`src/rtl/pipe_ctrl.sv`:
```
// Pipeline stall/flush controller with exception/ERET squash and PC redirect handshake.
// Optional performance counters are built when PERF_CNT_EN is defined.
module pipe_ctrl #(
   parameter int unsigned          ADDR_W     = 32,
   parameter logic [ADDR_W-1:0]    EXC_VECTOR = 32'hBFC00380
) (
   input  logic              clk,
   input  logic              rst,
   input  logic              streq_if,
   input  logic              streq_id,
   input  logic              streq_ex,
   input  logic              streq_mem,
   input  logic              exc_req,
   input  logic              exc_eret,
   input  logic [ADDR_W-1:0] exc_epc,
   input  logic              redir_ready,
   output logic [4:0]        stall,
   output logic [4:0]        flush,
   output logic              redir_valid,
   output logic [ADDR_W-1:0] redir_pc
`ifdef PERF_CNT_EN
   ,
   output logic [31:0]       perf_stall_cnt,
   output logic [31:0]       perf_flush_cnt
`endif
);

   typedef enum logic [1:0] {RUN, PEND, REDIR} state_t;

   state_t            r_state;
   state_t            w_next;
   logic              r_pend_eret;
   logic [ADDR_W-1:0] r_pend_epc;
   logic [ADDR_W-1:0] r_redir_pc;
   logic              w_accept;
   logic              w_sel_eret;
   logic [ADDR_W-1:0] w_sel_epc;

   // A deferred exception (PEND) is accepted from the recorded values once MEM frees up.
   assign w_accept   = !rst && !streq_mem &&
                       ((r_state == RUN && exc_req) || r_state == PEND);
   assign w_sel_eret = (r_state == PEND) ? r_pend_eret : exc_eret;
   assign w_sel_epc  = (r_state == PEND) ? r_pend_epc  : exc_epc;
   assign redir_pc   = r_redir_pc;

   always_ff @(posedge clk or posedge rst) begin
      if (rst) r_state <= RUN;
      else     r_state <= w_next;
   end

   always_comb begin
      w_next = r_state;
      unique case (r_state)
         RUN:     if (exc_req) w_next = streq_mem ? PEND : REDIR;
         PEND:    if (!streq_mem) w_next = REDIR;
         REDIR:   if (redir_ready) w_next = RUN;
         default: w_next = RUN;
      endcase
   end

   always_comb begin
      stall       = '0;
      flush       = '0;
      redir_valid = 1'b0;
      if (!rst) begin
         if (r_state == REDIR) begin
            stall       = 5'b00001;
            flush       = 5'b00010;
            redir_valid = 1'b1;
         end else if (w_accept) begin
            flush = 5'b11110;
         end else if (streq_mem) begin
            stall = 5'b01111;
            flush = 5'b10000;
         end else if (streq_ex) begin
            stall = 5'b00111;
            flush = 5'b01000;
         end else if (streq_id) begin
            stall = 5'b00011;
            flush = 5'b00100;
         end else if (streq_if) begin
            stall = 5'b00001;
            flush = 5'b00010;
         end
      end
   end

   always_ff @(posedge clk or posedge rst) begin
      if (rst) begin
         r_pend_eret <= 1'b0;
         r_pend_epc  <= '0;
         r_redir_pc  <= '0;
      end else begin
         if (r_state == RUN && exc_req && streq_mem) begin
            r_pend_eret <= exc_eret;
            r_pend_epc  <= exc_epc;
         end
         if (w_accept) r_redir_pc <= w_sel_eret ? w_sel_epc : EXC_VECTOR;
      end
   end

`ifdef PERF_CNT_EN
   logic [31:0] r_perf_stall_cnt;
   logic [31:0] r_perf_flush_cnt;

   always_ff @(posedge clk or posedge rst) begin
      if (rst) begin
         r_perf_stall_cnt <= '0;
         r_perf_flush_cnt <= '0;
      end else begin
         if (stall != '0) r_perf_stall_cnt <= r_perf_stall_cnt + 32'd1;
         if (w_accept)    r_perf_flush_cnt <= r_perf_flush_cnt + 32'd1;
      end
   end

   assign perf_stall_cnt = r_perf_stall_cnt;
   assign perf_flush_cnt = r_perf_flush_cnt;
`endif

endmodule

```
`config.mk`:
```
export PLATFORM = sky130hd
export DESIGN_NAME = pipe_ctrl
export DESIGN_NICKNAME = d
export VERILOG_FILES = /design/src/rtl/pipe_ctrl.sv
export SDC_FILE = /design/constraint.sdc
export NUM_CORES = 1
export LEC_CHECK = 0
export CORE_MARGIN = 8
export CORE_UTILIZATION = 49
export DETAILED_ROUTE_END_ITERATION = 12
export PLACE_DENSITY = 0.8
export SETUP_SLACK_MARGIN = 0.02
export SYNTH_ARGS = -nofsm -noshare
export SYNTH_HDL_FRONTEND = slang
export SYNTH_SLANG_ARGS = --single-unit
```
`constraint.sdc`:
```
create_clock -name clk -period 4.3 [get_ports clk]
set_input_delay 0.86 -clock clk [delete_from_list [all_inputs] [get_ports clk]]
set_output_delay 0.86 -clock clk [all_outputs]
set_load 0.02 [all_outputs]
```
Yosys cells after proc, flatten, opt, wreduce, memory -nomap -nowiden:

Cells that the tools add are included.

* eq/ne operators: 5
* reduce and logical (&&, ||, !) cells: 9
* muxes and demuxes: 24

Operators by type and width (count)
* two-way mux 32 bit: 2
* two-way mux 4 bit: 5
* two-way mux 5 bit: 4
* two-way mux 2 bit: 6
* two-way mux 3 bit: 2
* != test 2 bit, second input constant: 3
* case mux 2 bit (3 select lines): 1
* logical AND 1 bit: 4
* two-way mux 1 bit: 4
* AND reduction 3 bit: 1
* equality test 2 x 1 -> 1 bit, second input constant: 1
* equality test 2 bit, second input constant: 1
* logical NOT 1 bit: 2
* logical NOT 2 bit: 1
* logical OR 1 bit: 1

* output and inout port bits: 43
* word-level logic and storage cells: 42
* bits of input ports: 41
* register bits after elaboration: 67

Depth between registers and ports, before layout:

Gate-level depths: netlist of run 1.

* word-level depth: 7
* depth in mapped cells: 5
* gate-level depth less buffers: 3

Worst setup path before layout of run 1:

Ideal clock, no wire load.

* path kind: input to output
* start point: input port rst
* end point: output port stall[1]
* arrival: 3212 ps
* required time: 3440 ps
* path buffers: 0
* path slack: 228 ps
* stages: 3
* path through: inv_1 nand2_1 nor3_1

* longest elaborated chain between the ends: 6

Ends and longest elaborated chain
* start, declared: RTL line 8 `input logic rst,`
* logical NOT 1 bit (no source line)
* logical AND 1 bit (2 in a row): RTL line 40 `assign w_accept = !rst && !streq_mem &&`
* two-way mux 4 bit: RTL line 70 `end else if (w_accept) begin`
* two-way mux 4 bit: RTL line 66 `if (r_state == REDIR) begin`
* two-way mux 4 bit (*): RTL line 65 `if (!rst) begin`
* end, declared: RTL line 17 `output logic [4:0] stall,`

Mark *: on every way between the ends. The rest lies on a longest branch, timed or not.

Final worst setup path of run 1:

* start point: input port streq_mem
* end point: output port flush[4]

* longest elaborated chain between the ends: 6
* elaborated cells on any way between the ends: 7
* those cells by class: 4 x mux; 3 x reduce/logical

Ends and longest elaborated chain
* start, declared: RTL line 12 `input logic streq_mem,`
* logical NOT 1 bit
* logical AND 1 bit (2 in a row): RTL line 40
* two-way mux 5 bit (*): RTL line 70
* two-way mux 5 bit (*): RTL line 66
* two-way mux 5 bit (*): RTL line 65
* end, declared: RTL line 18 `output logic [4:0] flush,`

Marks and branches as above.

==> reports/metrics.cfg, run 1 <==
[timing]
tightest_slew_ns = 1.05
max_slew_margin_pct = 30.1
timing.fmax_mhz = 282
finalSetupViolations = 0
finClkSkew_ns = 0.00872
period_needed_ns = 3.55
min_period_over_period_pct = 82.6
rsz0062_at_grt = false
fin_ws_ns = 0.748
hold_viol_final = 0
tns_ns = 0
slew_viol_final = 0
whs_ns = 0.487

[clock_network]
cts_buffer_depth = 2
htree_levels = 3
clock-sinks = 67
cts-root-buf = clkbuf_8
clk_pin_slew_ns = 0.07
cts_resized = 0
clk_latency_ns = 0.33
cts_made_buffers = 9
cts_tree = built
cts_hold_buf = 0
cts_setup_buffers = 0

[cells_and_area]
drive_gt1_share_pct = 24.2
antenna_cells = 0
nNetsFinal = 395
final_cells = 439
synthToLayoutAreaGrowth_pct = 30.1

[worst_hold_path]
holdCritPathClass = flop to flop
min_from = redir_pc[28]

[critical_path]
critPathArrivalTime_ns = 2.69
worstSetupStartpoint = streq_mem
timing.rr.start = r_state[1]
crit_required_ns = 3.44
cp-end-kind = primary output
startpoint_type = input pin
worstSetupPathType = input pin to primary output
crit_fanout = 6

[placed_design]
portBuffers = 81
dp_hpwl_um = 4870
place_ws_ns = 0.752
dp_cells = 423
gp_congestion = 0.816

[power]
leakagePower_uw = 0.00191
ir_drop_uv = 320
powerDensity_mw_per_mm2 = 501

[synth]
netlist_area_sq_mm = 0.00331
ys_warn_count = 0
syn_avg_cell_area_sq_um = 11.9
synth_seq_cells = 67
synthCells = 278
synth_cell_types = 26
yosysSeqAreaShare_pct = 50.6

[route]
drtIter0Drc = 95
vias_per_cell = 5.40
totalWireLength_um = 7460
vias = 2370
ant_nets = 0
drcViolationCount = 0
avgRoutedWirePerCell_um = 17.0
dr.pass1.iters = 4

[grt]
antenna_found_initial = 0
grt_remaining_overflow = 0
grt_usage_pct = 15.7
grt_pass1_vias = 2541
grt_max_degree = 68
grt_first_pass_wirelength_um = 12400

[die]
die_area_sq_mm = 0.00965
ioPinCount = 84
rows = 30
die_y_um = 98.2
die-width_um = 98.2
core_sq_mm = 0.00668
initial_core_util_pct = 49.6

[status]
status = finished, final reports clean

[flow_run]
max-cap-violations = 0

worst paths after layout:
| path | endpoint | slack (ns) | cells after the start |
|---|---|---|---|
| worst max register to register | redir_pc[27] | 2.08 | 4 |
| worst min-delay path | redir_pc[28] | 0.49 | 1 |
| min in group asynchronous | redir_pc[31] | 1.32 | 3 |
| max in group asynchronous | redir_pc[17] | 2.43 | 3 |
| worst min register to register | redir_pc[28] | 0.49 | 1 |
| worst max-delay path | flush[4] | 0.75 | 4 |
cells in the final DEF, fill, tap and decap left out, drive strengths merged:
master	synthesis	layout
nor4bb	12	12
conb	1	2
inv	14	14
clkdlybuf4s50	0	81
nor2b	1	1
nor3	5	5
clkinvlp	0	3
nor2	5	5
a211oi	1	1
or3	1	1
mux2i	20	20
a41o	1	1
mux2	65	65
clkbuf	10	10
nor4b	1	1
nor4	1	1
buf	12	5
nand2	42	42
a31oi	12	12
o21ai	1	1
clkinv	0	3
dfrtp	67	67
nand2b	2	2
a21oi	3	3
o22ai	1	1
state kept, by name (all words and copies together) (netlist names):
signal / cells
r_pend_eret: 1
r_pend_epc: 32
redir_pc: 32
r_state: 2
where the power goes:
part           total [uW]  leakage (uW)  switching, uW  internal [uW]
Clock                 466     0.0000843            243            224
Combinational         741       0.00103            325            416
Sequential            951      0.000800            131            820
Total                2160       0.00191            699           1460
Yosys cell counts:
| master | n | area share [%] |
|---|---|---|
| nor2b_1 | 1 | 0.19 |
| nor4bb_1 | 12 | 3.6 |
| o22ai_1 | 1 | 0.19 |
| a31oi_1 | 12 | 2.3 |
| o21ai_0 | 1 | 0.15 |
| dfrtp_1 | 67 | 51 |
| a41o_1 | 1 | 0.30 |
| nand2_1 | 42 | 4.8 |
| inv_2 | 1 | 0.11 |
| mux2_2 | 61 | 21 |
| buf_6 | 5 | 1.7 |
| a21oi_1 | 3 | 0.45 |
| nand2b_1 | 2 | 0.38 |
| mux2i_1 | 20 | 6.0 |
| nor2_1 | 5 | 0.57 |
| mux2_1 | 4 | 1.4 |
| buf_2 | 4 | 0.60 |
| conb_1 | 1 | 0.11 |
| clkbuf_1 | 10 | 1.1 |
| a211oi_1 | 1 | 0.23 |
| nor4b_4 | 1 | 0.72 |
| nor3_1 | 5 | 0.76 |
| nor4_4 | 1 | 0.64 |
| or3_1 | 1 | 0.19 |
| buf_4 | 3 | 0.68 |
| inv_1 | 13 | 1.5 |
per-layer routing:
| metal | vias to the layer above | part of all wire (%) | global-route usage, % |
|---|---|---|---|
| met5 | - | 0 | 0 |
| met2 | 64 | 49 | 27.3 |
| met3 | 4 | 3.9 | 4.27 |
| li1 | 1119 | - | - |
| met4 | 0 | 1.0 | 4.72 |
| met1 | 1183 | 46 | 18.5 |
worst max-delay path, stage by stage:
cell and delay (ns):
clkdlybuf4s50_1 0.53, or3_1 0.47, o22ai_1 0.18, clkdlybuf4s50_1 0.65
cell type report:
type                    instances  area (sq um)
clock buffers                  10           138
well taps                      80           100
multi-input cells             176          1450
clock inverters                 6          41.3
inverters                      14          52.6
flip-flops and latches         67          1680
fillers                       527          2370
repair buffers                 86           848
cells by family (layout without fill, tap and decap cells):
family,Yosys count,after routing,synth area share [%]
mux,85,85,28.1
compound gates,19,19,3.59
flops,67,67,50.6
simple gates,70,70,11.8
other cells,1,2,0.113
buf+inv,36,116,5.70
per-stage QoR:
| stage | instance area [sq um] | utilization, % | power, uW |
|---|---|---|---|
| 3_3_place_gp | 4130 | 61.8 | 1690 |
| 4_1_cts | 4310 | 64.5 | 2180 |
| 5_1_grt | 4310 | 64.5 | 2270 |
| 2_1_floorplan | 3320 | - | 1380 |
| 6_report | 4310 | 64.5 | 2160 |
| 3_5_place_dp | 4130 | 61.8 | 1710 |
Note: power is estimated with default switching activity, not from simulation.
==> run 2, diff against run 1 <==
--- a/config.mk
+++ b/config.mk
@@ -6,9 +6,9 @@
 export NUM_CORES = 1
 export LEC_CHECK = 0
 export CORE_MARGIN = 8
-export CORE_UTILIZATION = 49
+export CORE_UTILIZATION = 44
 export DETAILED_ROUTE_END_ITERATION = 12
-export PLACE_DENSITY = 0.8
+export PLACE_DENSITY = 0.76
 export SETUP_SLACK_MARGIN = 0.02
 export SYNTH_ARGS = -nofsm -noshare
 export SYNTH_HDL_FRONTEND = slang
==> constraint.sdc (replaced) <==
create_clock -name clk -period 2.95 [get_ports clk]
set_input_delay 0.59 -clock clk [delete_from_list [all_inputs] [get_ports clk]]
set_output_delay 0.59 -clock clk [all_outputs]
set_load 0.02 [all_outputs]
==> run 2 against run 1 <==
  * Count of clock-buffer cells in the layout increased by 4
  * Combinational power increased by 51%
  * Non-clock buffer count increased by 7
  * Critical path depth increased by 1
  * Critical endpoint is now stall[2]
==> reports/metrics.cfg, run 2 (same netlist as run 1, synthesis figures left out) <==
[status]
status = finished, final reports clean

[worst_hold_path]
holdCritPathClass = flop to flop
whs_endpoint = r_pend_epc[22]
min_from = r_pend_epc[22]
holdPathStages = 1

[timing]
timing.fmax_mhz = 355
finClkSkew_ns = 0.00854
tightest_slew_ns = 0.867
slew_viol_final = 0
tns_ns = 0
whs_ns = 0.493
min_period_over_period_pct = 95.5
finalSetupViolations = 0
period_needed_ns = 2.82
max_slew_margin_pct = 42.2
rsz0062_at_grt = false
hold_viol_final = 0

[route]
drcViolationCount = 0
dr.pass1.iters = 6
vias_per_cell = 5.28
vias = 2448
totalWireLength_um = 7740
ant_nets = 0
drtIter0Drc = 69
avgRoutedWirePerCell_um = 16.7

[critical_path]
crit_path_max_incr_delay_ns = 0.56
r2r_slack_ns = 1.05
worst_r2r_endpoint = redir_pc[6]
cpMaxStageDelayCell = clkdlybuf4s50_1
crit_fanout = 4
critPathArrivalTime_ns = 2.23
crit_required_ns = 2.36
path_cells = clkdlybuf4s50_1 > buf_4 > nor3_1 > nor3_1 > clkdlybuf4s50_1
cp-end-kind = primary output
startpoint_type = input pin
timing.rr.start = r_state[0]
reg2reg_depth = 5
worstSetupPathType = input pin to primary output

[power]
leakagePower_uw = 0.00201
ir_drop_uv = 406
powerDensity_mw_per_mm2 = 744

[clock_network]
cts_buffer_depth = 2
clk_latency_ns = 0.35
cts_tree = built
clock-sinks = 67
clk_pin_slew_ns = 0.07
cts_made_buffers = 9
cts-root-buf = clkbuf_8
htree_levels = 3
cts_hold_buf = 0
cts_setup_buffers = 0

[cells_and_area]
synthToLayoutAreaGrowth_pct = 33.8
fin_area_sq_mm = 0.00443
layout_commonest_cell = clkdlybuf4s50_1
fillers = 617
antenna_cells = 0
utilization_pct = 60.8
drive_gt1_share_pct = 25.5
nNetsFinal = 402
layout_common_cells = clkdlybuf4s50_1 (76), dfrtp_1 (67), mux2_2 (61), nand2_1 (42), mux2i_1 (20)

[grt]
grt_usage_pct = 15.6
grt_first_pass_wirelength_um = 12800
grt_remaining_overflow = 0
grt_pass1_vias = 2630
antenna_found_initial = 0
grt_max_degree = 68

[die]
die_area_sq_mm = 0.0106
rows = 31
die_y_um = 103
die-width_um = 103
core_sq_mm = 0.00729
initial_core_util_pct = 45.4
ioPinCount = 84

[placed_design]
dp_hpwl_um = 5240
dpl_cell_area_sq_mm = 0.00421
gp_congestion = 0.829
portBuffers = 81

[flow_run]
max-cap-violations = 0

==> run 2: changes by cell type in the layout (fill, tap and decap cells not counted), sizes merged <==
cell           delta
inv               -1
dlymetal6s2s      +3
clkdlybuf4s50     -5
buf               +7
clkinv            -3
clkinvlp          -2
clkbuf            +4
bufinv            +1
dlygate4sd2       +2
==> run 2: through the flow <==
step / setup WS (ns) / cells / power [uW]
3_3_place_gp: 0.0528 / 449 / 2480
3_5_place_dp: 0.00337 / 449 / 2510
6_report: 0.132 / 464 / 3300
2_1_floorplan: 0.217 / 279 / 2010
5_1_grt: 0.0438 / 464 / 3470
4_1_cts: 0.0331 / 464 / 3340
==> run 2: where the power goes <==
group	switching [uW]	internal (uW)
Sequential	164	1200
Combinational	505	612
Clock	341	479
==> run 2: repair_timing <==
action                                  in CTS  in global routing
pin swaps                                    0                  0
endpoints found under the setup margin       2                  4
gates cloned                                 0                  0
resized for setup                            3                  3
==> run 2: worst max-delay path by stage <==
stage,endpoint,slack (ns),from
after detailed placement,flush[1],0.003,streq_mem
final,stall[2],0.13,streq_mem
after floorplan,flush[4],0.22,rst
after CTS,flush[4],0.03,exc_req
after global placement,flush[4],0.05,exc_req
after global routing,stall[0],0.04,streq_mem
==> run 2: routing by layer <==
metal	routed length [um]	track usage [%]	vias to the layer above
met5	0	0	-
met3	512	5.00	11
li1	-	-	1133
met4	146	6.79	0
met2	3750	25.8	59
met1	3320	18.1	1245
==> run 2: layout make-up <==
class                           count  area [sq um]  area share, %
Tap cell                           99           124           2.79
Clock buffer                       14           183           4.12
Inverter                           14          56.3           1.27
Timing Repair Buffer               93           906           20.4
Clock inverter                      1          30.0          0.677
Multi-Input combinational cell    176          1460           32.9
Sequential cell                    67          1680           37.8
==> run 2: worst max-delay path, delay by kind of cell <==
family	cells	cell delay (ns)
and+or+nand+nor	2	0.43
buffers and inverters	3	1.21
